--- src/rtl/mem_access_unit.sv ---
// mem_access_unit
//    Load/store initiator sitting between the EX/MEM pipeline register and a
//    word-only data RAM (combinational read, write on posedge when mem_we=1).
//    Byte and halfword stores are done as read-modify-write. Loads are lane
//    extracted and sign/zero extended. Misaligned, illegal-size and
//    out-of-range requests complete with resp_err and never touch the RAM.
//
// Ports
//    clk, clrn                  clock, synchronous active-low reset
//    req_valid / req_ready      request handshake (ready only while idle)
//    req_we, req_size, req_sign store/load, 00 byte 01 half 10 word, extension
//    req_addr, req_wdata        byte address, right-justified store data
//    resp_valid                 one-cycle completion pulse
//    resp_rdata, resp_err       load result / error flag, held until next accept
//    stall                      high while an access is in flight
//    mem_we, mem_addr,          RAM write enable, word-aligned address,
//    mem_wdata, mem_rdata       write data, combinational read data
module mem_access_unit #(
   parameter int MEM_WORDS = 32
) (
   input  logic        clk,
   input  logic        clrn,
   input  logic        req_valid,
   output logic        req_ready,
   input  logic        req_we,
   input  logic [1:0]  req_size,
   input  logic        req_sign,
   input  logic [31:0] req_addr,
   input  logic [31:0] req_wdata,
   output logic        resp_valid,
   output logic [31:0] resp_rdata,
   output logic        resp_err,
   output logic        stall,
   output logic        mem_we,
   output logic [31:0] mem_addr,
   output logic [31:0] mem_wdata,
   input  logic [31:0] mem_rdata
);

   localparam logic [31:0] ADDR_LIMIT = 32'(4 * MEM_WORDS);

   typedef enum logic [2:0] {
      S_IDLE,
      S_LOAD,
      S_RMW_RD,
      S_WRITE,
      S_RESP
   } state_t;

   state_t      state_q, state_d;
   logic [1:0]  size_q, size_d;
   logic        sign_q, sign_d;
   logic [31:0] addr_q, addr_d;
   logic [31:0] wdata_q, wdata_d;
   logic [31:0] old_q, old_d;
   logic [31:0] rdata_q, rdata_d;
   logic        err_q, err_d;

   logic        req_bad;
   logic [7:0]  byte_sel;
   logic [15:0] half_sel;
   logic [31:0] load_ext;
   logic [31:0] store_word;

   // Any one of these sends the request straight to RESP with an error.
   always_comb begin
      req_bad = (req_size == 2'b11)
             || ((req_size == 2'b01) && req_addr[0])
             || ((req_size == 2'b10) && (req_addr[1:0] != 2'b00))
             || (req_addr >= ADDR_LIMIT);
   end

   // Little-endian lane extraction from the word currently on mem_rdata.
   always_comb begin
      byte_sel = mem_rdata[{addr_q[1:0], 3'b000} +: 8];
      half_sel = mem_rdata[{addr_q[1], 4'b0000} +: 16];
      case (size_q)
         2'b00:   load_ext = {{24{sign_q & byte_sel[7]}}, byte_sel};
         2'b01:   load_ext = {{16{sign_q & half_sel[15]}}, half_sel};
         default: load_ext = mem_rdata;
      endcase
   end

   // Word stores bypass the old word; sub-word stores patch their lane(s)
   // into the word captured during RMW_RD.
   always_comb begin
      store_word = old_q;
      case (size_q)
         2'b00:   store_word[{addr_q[1:0], 3'b000} +: 8] = wdata_q[7:0];
         2'b01:   store_word[{addr_q[1], 4'b0000} +: 16] = wdata_q[15:0];
         default: store_word = wdata_q;
      endcase
   end

   always_comb begin
      state_d = state_q;
      size_d  = size_q;
      sign_d  = sign_q;
      addr_d  = addr_q;
      wdata_d = wdata_q;
      old_d   = old_q;
      rdata_d = rdata_q;
      err_d   = err_q;
      case (state_q)
         S_IDLE: begin
            if (req_valid) begin
               size_d  = req_size;
               sign_d  = req_sign;
               addr_d  = req_addr;
               wdata_d = req_wdata;
               rdata_d = 32'h0;
               err_d   = req_bad;
               if (req_bad) begin
                  state_d = S_RESP;
               end else if (!req_we) begin
                  state_d = S_LOAD;
               end else if (req_size == 2'b10) begin
                  state_d = S_WRITE;
               end else begin
                  state_d = S_RMW_RD;
               end
            end
         end
         S_LOAD: begin
            rdata_d = load_ext;
            state_d = S_RESP;
         end
         S_RMW_RD: begin
            old_d   = mem_rdata;
            state_d = S_WRITE;
         end
         S_WRITE: begin
            state_d = S_RESP;
         end
         S_RESP: begin
            state_d = S_IDLE;
         end
         default: begin
            state_d = S_IDLE;
         end
      endcase
   end

   always_ff @(posedge clk) begin
      if (!clrn) begin
         state_q <= S_IDLE;
         size_q  <= 2'b00;
         sign_q  <= 1'b0;
         addr_q  <= 32'h0;
         wdata_q <= 32'h0;
         old_q   <= 32'h0;
         rdata_q <= 32'h0;
         err_q   <= 1'b0;
      end else begin
         state_q <= state_d;
         size_q  <= size_d;
         sign_q  <= sign_d;
         addr_q  <= addr_d;
         wdata_q <= wdata_d;
         old_q   <= old_d;
         rdata_q <= rdata_d;
         err_q   <= err_d;
      end
   end

   assign req_ready  = (state_q == S_IDLE);
   assign stall      = (state_q != S_IDLE);
   assign resp_valid = (state_q == S_RESP);
   assign resp_rdata = rdata_q;
   assign resp_err   = err_q;
   // Gating with clrn lets a reset landing on the WRITE cycle cancel the write.
   assign mem_we     = (state_q == S_WRITE) & clrn;
   assign mem_addr   = {addr_q[31:2], 2'b00};
   assign mem_wdata  = (state_q == S_WRITE) ? store_word : 32'h0;

endmodule

--- config.mk ---
export PLATFORM = sky130hd
export DESIGN_NAME = mem_access_unit
export DESIGN_NICKNAME = d
export VERILOG_FILES = /design/src/rtl/mem_access_unit.sv
export SDC_FILE = /design/constraint.sdc
export NUM_CORES = 1
export LEC_CHECK = 0
export ABC_CLOCK_PERIOD_IN_PS = 4100
export CAP_MARGIN = 25
export CORE_MARGIN = 4
export CORE_UTILIZATION = 45
export CTS_CLUSTER_DIAMETER = 100
export DETAILED_ROUTE_END_ITERATION = 6
export PLACE_DENSITY = 0.89
export SYNTH_ARGS = -nofsm -noshare
export SYNTH_HDL_FRONTEND = slang
export SYNTH_SLANG_ARGS = --single-unit
--- constraint.sdc ---
create_clock -name clk -period 4.1 [get_ports clk]
set_input_delay 1.23 -clock clk [delete_from_list [all_inputs] [get_ports clk]]
set_output_delay 1.23 -clock clk [all_outputs]
set_load 0.05 [all_outputs]
Word level (Yosys, flattened, before mapping). Index checks and enable logic that the tools add are counted.

Add/sub/neg operators: 2. Multipliers: 0. Div/mod/pow operators: 0. Magnitude comparators: 1. Eq/ne operators: 9. Shift operators: 6. Muxes and demuxes: 12. Bitwise logic cells: 3. Reduce and logical (&&, ||, !) cells: 13.

Operators with widths (count): 32-bit case mux with 2 select lines (3); 32-bit bitwise mux (2); 32-bit 2-to-1 mux (2); 32-bit by 8-bit greater-or-equal comparator with 1-bit output, second input constant (1); 16-bit by 7-bit variable shift with 32-bit output, first input constant (1); 8-bit by 7-bit variable shift with 32-bit output, first input constant (1); 16-bit by 7-bit variable part select with 32-bit output (1); 32-bit by 6-bit variable part select with 16-bit output (1); 32-bit by 6-bit variable part select with 8-bit output (1); 8-bit by 7-bit variable part select with 32-bit output (1); 5-bit negation with 7-bit output (2); 3-bit case mux with 3 select lines (1); 3-bit by 2-bit equality test with 1-bit output, second input constant (2); 3-bit 2-to-1 mux (2); 2-bit by 1-bit equality test with 1-bit output, second input constant (2); 2-bit equality test, second input constant (2); 2-bit AND reduction (2); 2-bit nonzero test (2); 1-bit AND (3); 3-bit by 1-bit equality test with 1-bit output, second input constant (1); 3-bit equality test, second input constant (1); 3-bit logical NOT (1); 1-bit logical OR (3); 3-bit nonzero test (1); 6 further kinds (7).

Register bits: 135. Bits in latches: 0. Bits in writable memories: 0. Memory bits (read-only): 0. Output and inout bits: 101. Memories: 0.

Longest topological paths before layout.
Depth in word-level cells: 8. Depth in mapped cells: 9. Mapped depth without buffers: 6.

Worst setup path before layout. No wires, ideal clock.

Path type: register to output. Start point: register addr_q[1]. End point: output mem_wdata[16]. Arrival: 2998 ps. Required time: 2870 ps. Path slack: -128 ps. Stages on the path, launching flop included: 9. Path buffers: 2. Cell sequence: dfxtp_1 -> buf_6 -> buf_4 -> clkinv_1 -> ha_1 -> nand3b_1 -> o31ai_2 -> a221oi_1 -> nor3_1.

Word-level cells in the longest chain between the ends: 5. Elaborated cells between the ends (all ways): 10. Those cells by class: 2 x add/sub; 4 x shift; 4 x mux.

Ends and longest elaborated chain: start, declared (RTL line 53) `logic [31:0] addr_q, addr_d;`; start signal, assigned (RTL line 158) `addr_q <= addr_d;`; 5-bit negation with 7-bit output, on equally long branches (RTL line 90, 89); 16-bit by 7-bit variable part select with 32-bit output (tied with other cells) (RTL line 90) `2'b01: store_word[{addr_q[1], 4'b0000} +: 16] = wdata_q[15:0];`; 32-bit bitwise mux, on equally long branches (RTL line 90, 89); 32-bit case mux with 2 select lines * (RTL line 88) `case (size_q)`; 32-bit 2-to-1 mux * (RTL line 174) `assign mem_wdata = (state_q == S_WRITE) ? store_word : 32'h0;`; end, declared (RTL line 36) `output logic [31:0] mem_wdata,`.

Every way passes the cells marked *; elsewhere a longest branch is shown, timed or not.

Worst setup path in the final report.
Start point: register addr_q[1]. End point: output mem_wdata[31].

The elaborated chain is that of the path after synthesis.

==> metrics.md <==
| Metric | Value |
|---|---|
| Detailed-route wire length | `20800 microns` |
| Reg2reg start | `size_q[1]` |
| Hold Crit Start | `resp_rdata[1]` |
| Diodes inserted | `0` |
| Hold path depth | `2` |
| Failing checks | `design-rule violations` |
| Root Buffer | `clkbuf_16` |
| VDD IR max | `0.273 mV` |
| Pin count of the biggest net entering global routing | `100` |
| Post-DR vias/cell | `5.71` |
| Worst r2r path cells | `5` |
| Worst Path Required | `2.87 ns` |
| Area growth syn-to-layout | `46.1%` |
| WHS | `0.451 ns` |
| Chip height | `128 microns` |
| Main synth FF type | `dfxtp_1` |
| Final worst path period need | `3.84 ns` |
| CP Max Fanout | `24` |
| Yosys reg bits | `135` |
| Final ANT Viol Nets | `0` |
| Post-DR wirelength/cell | `17.9 microns` |
| RSZ-0062 raised after global routing | `false` |
| CTS Hold Bufs | `0` |
| Clock buffer count from CTS | `17` |
| Async S/R FF share, synth | `0` |
| Most numerous cell in the Yosys netlist | `nand2_1` |
| Slew Viols, Final | `0` |
| Post-synth top area cell | `dfxtp_1` |
| Num rows | `43` |
| Leak | `3.32 nW` |
| WS Path Type | `reg -> out` |
| Initial antenna violation count | `0` |
| Rel. slew slack | `0.329` |
| Max-cap violations | `0` |
| # setup viols final | `0` |
| GR Overflow Total | `0` |
| Layout net count | `1074` |
| Clock tree from TritonCTS | `done` |
| Min-delay worst type | `reg -> reg` |
| Worst Hold Path EP | `resp_rdata[1]` |
| Sequential area share after synthesis | `0.420` |
| Fin cells | `1159` |
| Reg clk slew, reported paths | `0.06 ns` |
| Hpwl dp | `15100 microns` |
| WL met3 | `2290 microns` |
| Vias in the first global route | `6392` |
| Reg2reg end | `resp_rdata[25]` |
| DRC | `2` |
| Final hold violations | `0` |
| DRT iter0 DRCs | `640` |
| Yosys cell types | `55` |
| Outcome | `complete, but fails checks` |
| Post-Synthesis Cell Area | `6440 sq um` |
| Worst Setup Start Kind | `flop` |
| Worst-skew pair later-pin latency | `0.42 ns` |
| Die Width | `128 microns` |
| Synth area leaders | `dfxtp_1 (42%), nand2_1 (14%), a21oi_1 (9.0%)` |
| Starting density of the core | `0.462` |
| Number of I/O port buffers | `201` |
| Crit path launch | `addr_q[1]` |
| Sum Neg Setup Slack | `0 ns` |
| Power per cell area | `379 nW/um^2` |
| Mean post-synth cell area | `7.84 sq um` |
| Met2 routed WL | `9980 microns` |
| Routability cong. | `0.941` |
| H-tree Lvls | `4` |
| Synth top cells by count | `nand2_1 (243), dfxtp_1 (135), a21oi_1 (116)` |
| Reg2Reg Setup Slack | `1.79 ns` |
| Clock tree buffer depth | `2` |
| Share of the synthesized area in the top cell type | `0.420` |
| Worst Clk Skew | `0.00725 ns` |
| Placeable Area | `13900 sq um` |
| Routed length on met1 | `7960 microns` |
| CP Data Arrival Time | `2.61 ns` |
| Final period util | `0.937` |
| Placed cells | `1124` |
| First-pass GRT wire length | `32600 microns` |
| Ports | `204` |
| DR top layer | `met4` |
| Slew at the pin closest to its max-slew limit | `1.01 ns` |
| Post-synth EDFFs | `0` |
| Synth Warn # | `0` |
| Total Routing Usage GR | `0.252` |
| Layout cells sized above 1 | `0.125` |
| CP Capture Type | `output pin` |
| Routed vias | `6617` |
| F_max | `0.260 GHz` |
| Full die area | `16300 sq um` |
| Iteration count of the initial detailed-routing pass | `7` |
| Cells after Synth | `821` |
| Clock sink count | `135` |
## cell type report
type | count | area (sq um)
Clock buffer | 20 | 467
Clock inverter | 12 | 195
Fill cell | 1087 | 4530
Inverter | 9 | 37.5
Multi-Input combinational cell | 584 | 3260
Sequential cell | 135 | 2700
Tap cell | 180 | 225
Timing Repair Buffer | 219 | 2520
## power by group
group	internal (W)	switching [W]	total, W	leakage (nW)
clock network	0.00113	0.000576	0.00170	0.327
logic	0.000198	0.000274	0.000472	1.89
registers	0.00135	0.0000390	0.00139	1.10
## repair_timing
action,in CTS,in global routing
resized for setup,0,6
buffers inserted,0,1
endpoints found under the setup margin,0,24
## cell families (layout without fill, tap and decap cells)
kind of cell               after synthesis  after routing  share of synthesized area
buffers and inverters                  103            260                     0.0890
DFF                                    135            135                      0.420
AOI/OAI and AO/OA                      221            221                      0.225
adders and majority gates                5              5                    0.00972
and+or+nand+nor                        337            337                      0.223
other                                    1              2                   0.000583
muxes                                   19             19                     0.0334
## worst max-delay path by stage
stage | slack, ns | end
5_1_grt | 0.06 | mem_wdata[24]
3_3_place_gp | 0.54 | mem_wdata[31]
4_1_cts | 0.008 | mem_wdata[23]
3_5_place_dp | 0.49 | mem_wdata[23]
2_1_floorplan | 0.25 | mem_wdata[0]
6_report | 0.26 | mem_wdata[31]
## metal layers
| metal | vias up | track usage |
|---|---|---|
| li1 | 3115 | - |
| met3 | 55 | 0.104 |
| met2 | 367 | 0.424 |
| met5 | - | 0 |
| met4 | 0 | 0.0905 |
| met1 | 3080 | 0.288 |
## layout by cell type, fill, tap and decap left out, types with 3 or more instances in the layout
cell type        netlist  final
clkdlybuf4s50_1        0    168
nor2_1                31     31
a221o_1               16     16
clkbuf_16              0     17
a21oi_2                1      9
a222oi_1               8      8
dfxtp_1              135    134
o21ai_1                6      6
mux2i_1               10     10
nor3_1                18      9
a211o_1                8      8
clkbuf_8               0      3
nand2b_1               9      9
mux2_2                 7      7
a221oi_1              16     16
a22o_1                 8      8
a32o_1                 7      7
clkinv_2               0      4
nor3b_1                3      3
o21ai_0               18     18
o21a_1                 9      9
nor3_2                 1     10
buf_12                 0     33
inv_1                  8      7
nand3_1                8      8
buf_4                 37     15
a21oi_1              116    108
nand2_1              243    242
ha_1                   5      5
bufinv_16              0      5
nor4_1                 5      5
## metrics by stage
step / setup WS, ns / instance area, sq um / power [W] / utilization
floorplan: 0.250 / 6510 / 0.00169 / -
global placement: 0.543 / 8650 / 0.00187 / 0.621
detailed placement: 0.486 / 8650 / 0.00188 / 0.621
CTS: 0.00844 / 9320 / 0.00358 / 0.669
global route: 0.0646 / 9410 / 0.00369 / 0.675
finish: 0.258 / 9410 / 0.00357 / 0.675
## critical path, stage by stage (launching register included)
cell and delay [ns]:
dfxtp_1 0.39, buf_6 0.28, ha_1 0.22, nor4bb_1 0.32, buf_4 0.22, a221oi_1 0.08
a211o_1 0.29, a21oi_2 0.22, buf_12 0.17
## sequential cells by signal (all words and copies together) (netlist names)
register and flops:
addr_q 32, old_q 32, resp_rdata 32, wdata_q 32, state_q 3, size_q 2, resp_err 1, sign_q 1
Note: power is estimated with default switching activity, not from simulation.
